===== src/rtl/spi_ram_bridge_p_if.sv =====
// SPI pin bundle for spi_ram_bridge_p, plus read-only debug taps (FSM state and
// read-address-seen flag) so checkers can observe the controller directly.
interface spi_ram_bridge_p_if;
  logic       SS_n;
  logic       MOSI;
  logic       MISO;
  logic       busy;
  logic       frame_err;
  logic [2:0] state_dbg;
  logic       rd_addr_seen_dbg;

  // SS_n/MOSI come from the SPI master; everything else is produced by the bridge.
  modport slave (
    input  SS_n,
    input  MOSI,
    output MISO,
    output busy,
    output frame_err,
    output state_dbg,
    output rd_addr_seen_dbg
  );

  modport master (
    output SS_n,
    output MOSI,
    input  MISO,
    input  busy,
    input  frame_err,
    input  state_dbg,
    input  rd_addr_seen_dbg
  );
endinterface


===== src/rtl/spi_ram_bridge_p.sv =====
// SPI slave + single-port RAM bridge. Frame = op[1:0] then W payload bits, MSB first.
// Optional macro SPI_RAM_AUTO_INC_EN enables pointer auto-increment (burst) mode.
module spi_ram_bridge_p #(
  parameter int DATA_WIDTH = 8,
  parameter int ADDR_WIDTH = 8   // must not exceed DATA_WIDTH
) (
  input  logic               clk,
  input  logic               rst_n,
  spi_ram_bridge_p_if.slave  spi
);

  localparam int W         = DATA_WIDTH;
  localparam int A         = ADDR_WIDTH;
  localparam int MEM_DEPTH = 2 ** A;
  localparam int CW        = $clog2(W + 3);

  localparam logic [CW-1:0] CNT_LAST = CW'(W + 1);
  localparam logic [CW-1:0] CNT_FULL = CW'(W + 2);
  localparam logic [CW-1:0] CNT_TX   = CW'(W);

  localparam logic [1:0] OP_WADDR = 2'b00;
  localparam logic [1:0] OP_WDATA = 2'b01;
  localparam logic [1:0] OP_RADDR = 2'b10;
  localparam logic [1:0] OP_RDATA = 2'b11;

  typedef enum logic [2:0] {
    IDLE      = 3'd0,
    CHK_CMD   = 3'd1,
    WRITE     = 3'd2,
    READ_ADD  = 3'd3,
    READ_DATA = 3'd4,
    MISO_OUT  = 3'd5
  } state_t;

  state_t          state;
  logic [CW-1:0]   bit_cnt;
  logic [W:0]      shreg;
  logic            miso_q;
  logic            busy_q;
  logic            frame_err_q;

  logic            rx_valid;
  logic [W+1:0]    rx_data;
  logic [1:0]      rx_op;
  logic [W-1:0]    rx_payload;
  logic            tx_valid;

  logic [A-1:0]    wr_addr;
  logic [A-1:0]    rd_addr;
  logic            rd_addr_seen;
  logic [W-1:0]    dout;
  logic [W-1:0]    mem [MEM_DEPTH];

  logic [W+1:0]    frame_in;

  // The incoming bit appended to what has been shifted so far.
  assign frame_in   = {shreg, spi.MOSI};
  assign rx_op      = rx_data[W+1:W];
  assign rx_payload = rx_data[W-1:0];

  assign spi.MISO             = miso_q;
  assign spi.busy             = busy_q;
  assign spi.frame_err        = frame_err_q;
  assign spi.state_dbg        = state;
  assign spi.rd_addr_seen_dbg = rd_addr_seen;

  // ---------------------------------------------------------------------------
  // Controller FSM. bit_cnt counts received bits in the shift states, and
  // transmitted bits in MISO_OUT. Once a frame is complete the FSM parks
  // (bit_cnt == CNT_FULL) and ignores MOSI until SS_n rises.
  // ---------------------------------------------------------------------------
  always_ff @(posedge clk or negedge rst_n) begin
    if (!rst_n) begin
      state       <= IDLE;
      bit_cnt     <= '0;
      shreg       <= '0;
      miso_q      <= 1'b0;
      busy_q      <= 1'b0;
      frame_err_q <= 1'b0;
      rx_valid    <= 1'b0;
      rx_data     <= '0;
    end else begin
      frame_err_q <= 1'b0;
      rx_valid    <= 1'b0;

      case (state)
        IDLE: begin
          miso_q <= 1'b0;
          if (!spi.SS_n) begin
            state   <= CHK_CMD;
            busy_q  <= 1'b1;
            bit_cnt <= '0;
            shreg   <= '0;
          end
        end

        CHK_CMD: begin
          if (spi.SS_n) begin
            state       <= IDLE;
            busy_q      <= 1'b0;
            miso_q      <= 1'b0;
            frame_err_q <= 1'b1;
          end else begin
            shreg   <= frame_in[W:0];
            bit_cnt <= CW'(1);
            if (!spi.MOSI)
              state <= WRITE;
            else if (rd_addr_seen)
              state <= READ_DATA;
            else
              state <= READ_ADD;
          end
        end

        WRITE, READ_ADD, READ_DATA: begin
          if (bit_cnt == CNT_LAST) begin
            // Last bit: the frame completes even if SS_n rises on this same edge.
            shreg   <= frame_in[W:0];
            bit_cnt <= CNT_FULL;
            if (state == READ_ADD && frame_in[W+1:W] == OP_RDATA) begin
              frame_err_q <= 1'b1;
            end else begin
              rx_valid <= 1'b1;
              rx_data  <= frame_in;
            end
            if (spi.SS_n) begin
              state  <= IDLE;
              busy_q <= 1'b0;
              miso_q <= 1'b0;
            end
          end else if (bit_cnt == CNT_FULL) begin
            if (spi.SS_n) begin
              state  <= IDLE;
              busy_q <= 1'b0;
              miso_q <= 1'b0;
            end else if (state == READ_DATA && rx_valid && rx_op == OP_RDATA) begin
              state   <= MISO_OUT;
              bit_cnt <= '0;
            end
          end else if (spi.SS_n) begin
            state       <= IDLE;
            busy_q      <= 1'b0;
            miso_q      <= 1'b0;
            frame_err_q <= 1'b1;
          end else begin
            shreg   <= frame_in[W:0];
            bit_cnt <= bit_cnt + CW'(1);
          end
        end

        MISO_OUT: begin
          if (spi.SS_n) begin
            // Fewer than W bits presented means the read was cut short.
            if (bit_cnt < CNT_TX)
              frame_err_q <= 1'b1;
            state  <= IDLE;
            busy_q <= 1'b0;
            miso_q <= 1'b0;
          end else if (tx_valid) begin
            miso_q  <= dout[W-1];
            shreg   <= {dout, 1'b0};
            bit_cnt <= CW'(1);
          end else if (bit_cnt != '0 && bit_cnt < CNT_TX) begin
            miso_q  <= shreg[W-1];
            shreg   <= {shreg[W-1:0], 1'b0};
            bit_cnt <= bit_cnt + CW'(1);
          end else begin
            miso_q <= 1'b0;
          end
        end

        default: begin
          state  <= IDLE;
          busy_q <= 1'b0;
          miso_q <= 1'b0;
        end
      endcase
    end
  end

  // ---------------------------------------------------------------------------
  // Opcode actions, one cycle after the last bit is captured.
  // ---------------------------------------------------------------------------
  always_ff @(posedge clk or negedge rst_n) begin
    if (!rst_n) begin
      wr_addr      <= '0;
      rd_addr      <= '0;
      rd_addr_seen <= 1'b0;
      tx_valid     <= 1'b0;
    end else begin
      tx_valid <= 1'b0;
      if (rx_valid) begin
        case (rx_op)
          OP_WADDR: wr_addr <= rx_payload[A-1:0];
          OP_WDATA: begin
`ifdef SPI_RAM_AUTO_INC_EN
            wr_addr <= wr_addr + 1'b1;
`endif
          end
          OP_RADDR: begin
            rd_addr      <= rx_payload[A-1:0];
            rd_addr_seen <= 1'b1;
          end
          default: begin
            tx_valid <= 1'b1;
`ifdef SPI_RAM_AUTO_INC_EN
            // Keep the read pointer armed so back-to-back read frames stream.
            rd_addr      <= rd_addr + 1'b1;
            rd_addr_seen <= 1'b1;
`else
            rd_addr_seen <= 1'b0;
`endif
          end
        endcase
      end
    end
  end

  // RAM array: deliberately not reset.
  always_ff @(posedge clk) begin
    if (rx_valid && rx_op == OP_WDATA)
      mem[wr_addr] <= rx_payload;
    if (rx_valid && rx_op == OP_RDATA)
      dout <= mem[rd_addr];
  end

endmodule


===== src/flat_wrapper.sv =====
// flat-port wrapper written by rule: the top's interface ports become plain ports
module spi_ram_bridge_p_flat 
#(
  parameter int DATA_WIDTH = 8,
  parameter int ADDR_WIDTH = 8                                
)
  (clk, rst_n, spi_SS_n, spi_MOSI, spi_MISO, spi_busy, spi_frame_err, spi_state_dbg, spi_rd_addr_seen_dbg);
  spi_ram_bridge_p_if spi_i ();
  input  logic clk;
  input  logic rst_n;
  input wire logic [$bits(spi_i.SS_n)-1:0] spi_SS_n;
  input wire logic [$bits(spi_i.MOSI)-1:0] spi_MOSI;
  output wire logic [$bits(spi_i.MISO)-1:0] spi_MISO;
  output wire logic [$bits(spi_i.busy)-1:0] spi_busy;
  output wire logic [$bits(spi_i.frame_err)-1:0] spi_frame_err;
  output wire logic [$bits(spi_i.state_dbg)-1:0] spi_state_dbg;
  output wire logic [$bits(spi_i.rd_addr_seen_dbg)-1:0] spi_rd_addr_seen_dbg;
  assign spi_i.SS_n = spi_SS_n;
  assign spi_i.MOSI = spi_MOSI;
  assign spi_MISO = spi_i.MISO;
  assign spi_busy = spi_i.busy;
  assign spi_frame_err = spi_i.frame_err;
  assign spi_state_dbg = spi_i.state_dbg;
  assign spi_rd_addr_seen_dbg = spi_i.rd_addr_seen_dbg;
  spi_ram_bridge_p #(.DATA_WIDTH(DATA_WIDTH), .ADDR_WIDTH(ADDR_WIDTH)) u_core (.clk(clk), .rst_n(rst_n), .spi(spi_i));
endmodule

===== config.mk =====
export PLATFORM = sky130hd
export DESIGN_NAME = spi_ram_bridge_p_flat
export DESIGN_NICKNAME = d
export VERILOG_FILES = /design/src/rtl/spi_ram_bridge_p_if.sv /design/src/rtl/spi_ram_bridge_p.sv /design/src/flat_wrapper.sv
export SDC_FILE = /design/constraint.sdc
export NUM_CORES = 2
export LEC_CHECK = 0
export CAP_MARGIN = 10
export CORE_MARGIN = 2
export CORE_UTILIZATION = 28
export DETAILED_ROUTE_END_ITERATION = 7
export HOLD_SLACK_MARGIN = 0.1
export MAX_ROUTING_LAYER = met4
export PLACE_DENSITY_LB_ADDON = 0.05
export SLEW_MARGIN = 5
export SYNTH_ARGS = -nofsm -noshare
export SYNTH_HDL_FRONTEND = slang
export SYNTH_SLANG_ARGS = --single-unit

===== constraint.sdc =====
create_clock -name clk -period 4.7 [get_ports clk]
set_input_delay 1.175 -clock clk [delete_from_list [all_inputs] [get_ports clk]]
set_output_delay 1.175 -clock clk [all_outputs]
set_load 0.01 [all_outputs]

==> results.yml <==
status:
  status: "completed"
clock_network:
  ctsHtreeMaxLevel: 4
  cts_tree: "done"
  cts_root_buf: "clkbuf_16"
  cts_buffers: 241
  clock_sinks: 2104
  clkTransAtPathRegs_ns: 0.06
  cts_setup_buffers: 0
  clock_latency_ns: 0.91
  clockBufferDepth: 4
setup_path:
  worstPathMaxFanout: 21
  worstPathRequired_ns: 5.29
  crit_path_start_kind: "flip-flop"
  crit_type: "flip-flop to flip-flop"
  worstSetupEndpointType: "flip-flop"
  cp.arrival_ns: 4.96
floorplanning:
  coreArea_um2: 291100
  die_y_um: 545.3
  die_w_um: 545.3
  num_rows: 198
  dieArea_um2: 297300
  io_pins: 11
  start_util_pct: 28.18
sta:
  fmax_ghz: 0.2290
  relSlewSlack_pct: 7.207
  fin_crit_sh_pct: 92.90
  slew_violations: 0
  setup_tns_ns: 0
  finClkSkew_ns: 0.04609
  setup_viol: 0
  period_minus_slack_ns: 4.366
  rsz0062_at_grt: "no"
  worst_pin_slew_ns: 1.381
  timing.final.hold_violations: 0
synthesis:
  syn-num-nets: 4056
  yosysWarnings: 0
  synth_top_area_share_pct: 75.27
  synth_area_um2: 82030
  synth_top_area_cell: "edfxtp_1"
  synthFlopType: "edfxtp_1"
  synth_enable_flop_cells: 2056
  synthArstFlopShare_pct: 2.281
  synth.most_common_cell: "edfxtp_1"
  synth_cells: 4048
  ys_top_cells_by_area: "edfxtp_1, mux4_2, mux2i_1"
  seq_area_frac_synth_pct: 76.73
  synthTopCellsByCount: "edfxtp_1, mux4_2, nor2_1"
  synth_area_per_cell_um2: 20.26
  ys_ff_latch: 2104
  yosys.cell_types.count: 64
power:
  ir_worst_vdd_mv: 0.3307
  power.density_nw_per_um2: 404.7
  p_leak_nw: 26.38
route:
  route.detailed.drc: 0
  routed_wl_um: 261000
  ant_nets: 0
  vias: 41260
  drt-initial-drc-count: 3645
  routed_via_density: 4.847
  drtPass1Iterations: 5
  avgRoutedWirePerCell_um: 30.66
grt:
  grt_pass1_vias: 42810
  antenna_found_initial: 21
  grt_pass1_wl_um: 361500
  grt_usage_pct: 17.78
  grt_max_degree: 158
  grt.overflow.total: 0
placed_design:
  portBuffers: 10
  dp.cells: 8059
  dp_hpwl_um: 162100
  gp_congestion: 0.7492
run:
  maxCapViolCount: 0
finish:
  area_delta_synth_final_pct: 17.39
  final_cells: 8512
  fillers: 27650
  seq_area_um2: 62990
  nets: 4411
  multiInputGateArea_um2: 17740
  layout-drive-gt1-share_pct: 25.17
worst_hold_path:
  min_path_type: "flip-flop to flip-flop"
## power by group
part	switching, mW	internal [mW]	total (mW)
Combinational	0.327	0.133	0.460
Sequential	0.0823	20.5	20.6
Clock	7.71	10.2	17.9
Total	8.12	30.8	39.0
## sequential cells by signal (all words and copies together) (netlist names)
name	cells
u_core.dout	8
u_core.shreg	9
u_core.mem	2048
u_core.spi.rd_addr_seen_dbg	1
u_core.rx_valid	1
u_core.spi.state_dbg	3
u_core.rd_addr	8
u_core.bit_cnt	4
u_core.rx_data	10
u_core.spi.busy	1
u_core.spi.frame_err	1
u_core.tx_valid	1
u_core.spi.MISO	1
u_core.wr_addr	8
## kinds of logic after synthesis
group,share of synthesized area (%)
mux,14.25
buf+inv,1.803
flops,76.73
compound gates,4.184
fa+ha+maj,0.07322
simple gates,2.958
## cell usage in the layout, fill, tap and decap left out, types with 61 or more instances in the layout
cell type	count
a21oi_1	100
a22oi_1	126
clkbuf_16	244
clkbuf_1	79
buf_4	303
nor2_1	286
nand2_1	73
o21ai_0	61
mux4_2	421
mux2i_1	187
edfxtp_1	2056
## cell type report
type,count,share of cell area [%]
Clock inverter,118,0.9525
Tap cell,3900,5.068
Antenna cell,7,0.01819
Timing Repair Buffer,356,3.345
Multi-Input combinational cell,1681,18.42
Clock buffer,327,6.706
Inverter,19,0.07407
Sequential cell,2104,65.41
## repair_timing
action,in CTS,in global routing
hold buffers,1,0
endpoints found under the setup margin,0,0
gates resized for setup,0,0
endpoints found under the hold margin,6,0
## critical path: stages (launching register included)
cell	delay, ns
dfrtp_4	0.74
buf_12	0.28
buf_12	0.21
buf_12	0.23
buf_4	0.29
mux2_2	0.36
a311o_1	0.37
a221oi_1	0.41
a22oi_1	0.14
a22oi_1	0.83
nor4_1	0.15
## worst paths after layout
| kind | startpoint | endpoint | slack, ns | cells past startpoint |
|---|---|---|---|---|
| max | u_core.rd_addr[0] | u_core.dout[6] | 0.33 | 10 |
| min | u_core.spi.busy | u_core.spi.busy | 0.51 | 2 |
| max reg2reg | u_core.rd_addr[0] | u_core.dout[6] | 0.33 | 10 |
| min reg2reg | u_core.spi.busy | u_core.spi.busy | 0.51 | 2 |
| max in group asynchronous | rst_n | u_core.rd_addr[0] | 3.00 | 3 |
| min in group asynchronous | rst_n | u_core.rx_data[1] | 0.64 | 2 |
## per-layer routing
| layer | wire [um] | track usage [%] | vias to the layer above |
|---|---|---|---|
| met5 | 0 | - | - |
| met4 | 5843 | 4.019 | 0 |
| met3 | 14460 | 3.391 | 334 |
| met2 | 118600 | 26.57 | 997 |
| met1 | 122100 | 25.06 | 22370 |
| li1 | - | - | 17560 |
## stage by stage
stage / total power, mW / hold WS [ns] / util (%) / cell area [um2] / setup slack (ns)
final: 38.97 / 0.5110 / 33.08 / 96290 / 0.3335
after global routing: 40.25 / 0.5463 / 33.07 / 96280 / 0.09184
after CTS: 39.57 / 0.5202 / 33.07 / 96270 / 0.3224
after detailed placement: 21.44 / 0.5056 / 30.54 / 88890 / 0.3368
after global placement: 21.44 / 0.4983 / 30.53 / 88870 / 0.1127
after floorplan: 21.22 / 0.4923 / - / 82030 / 0.6865
No activity file was read; power rests on OpenSTA's default activity.
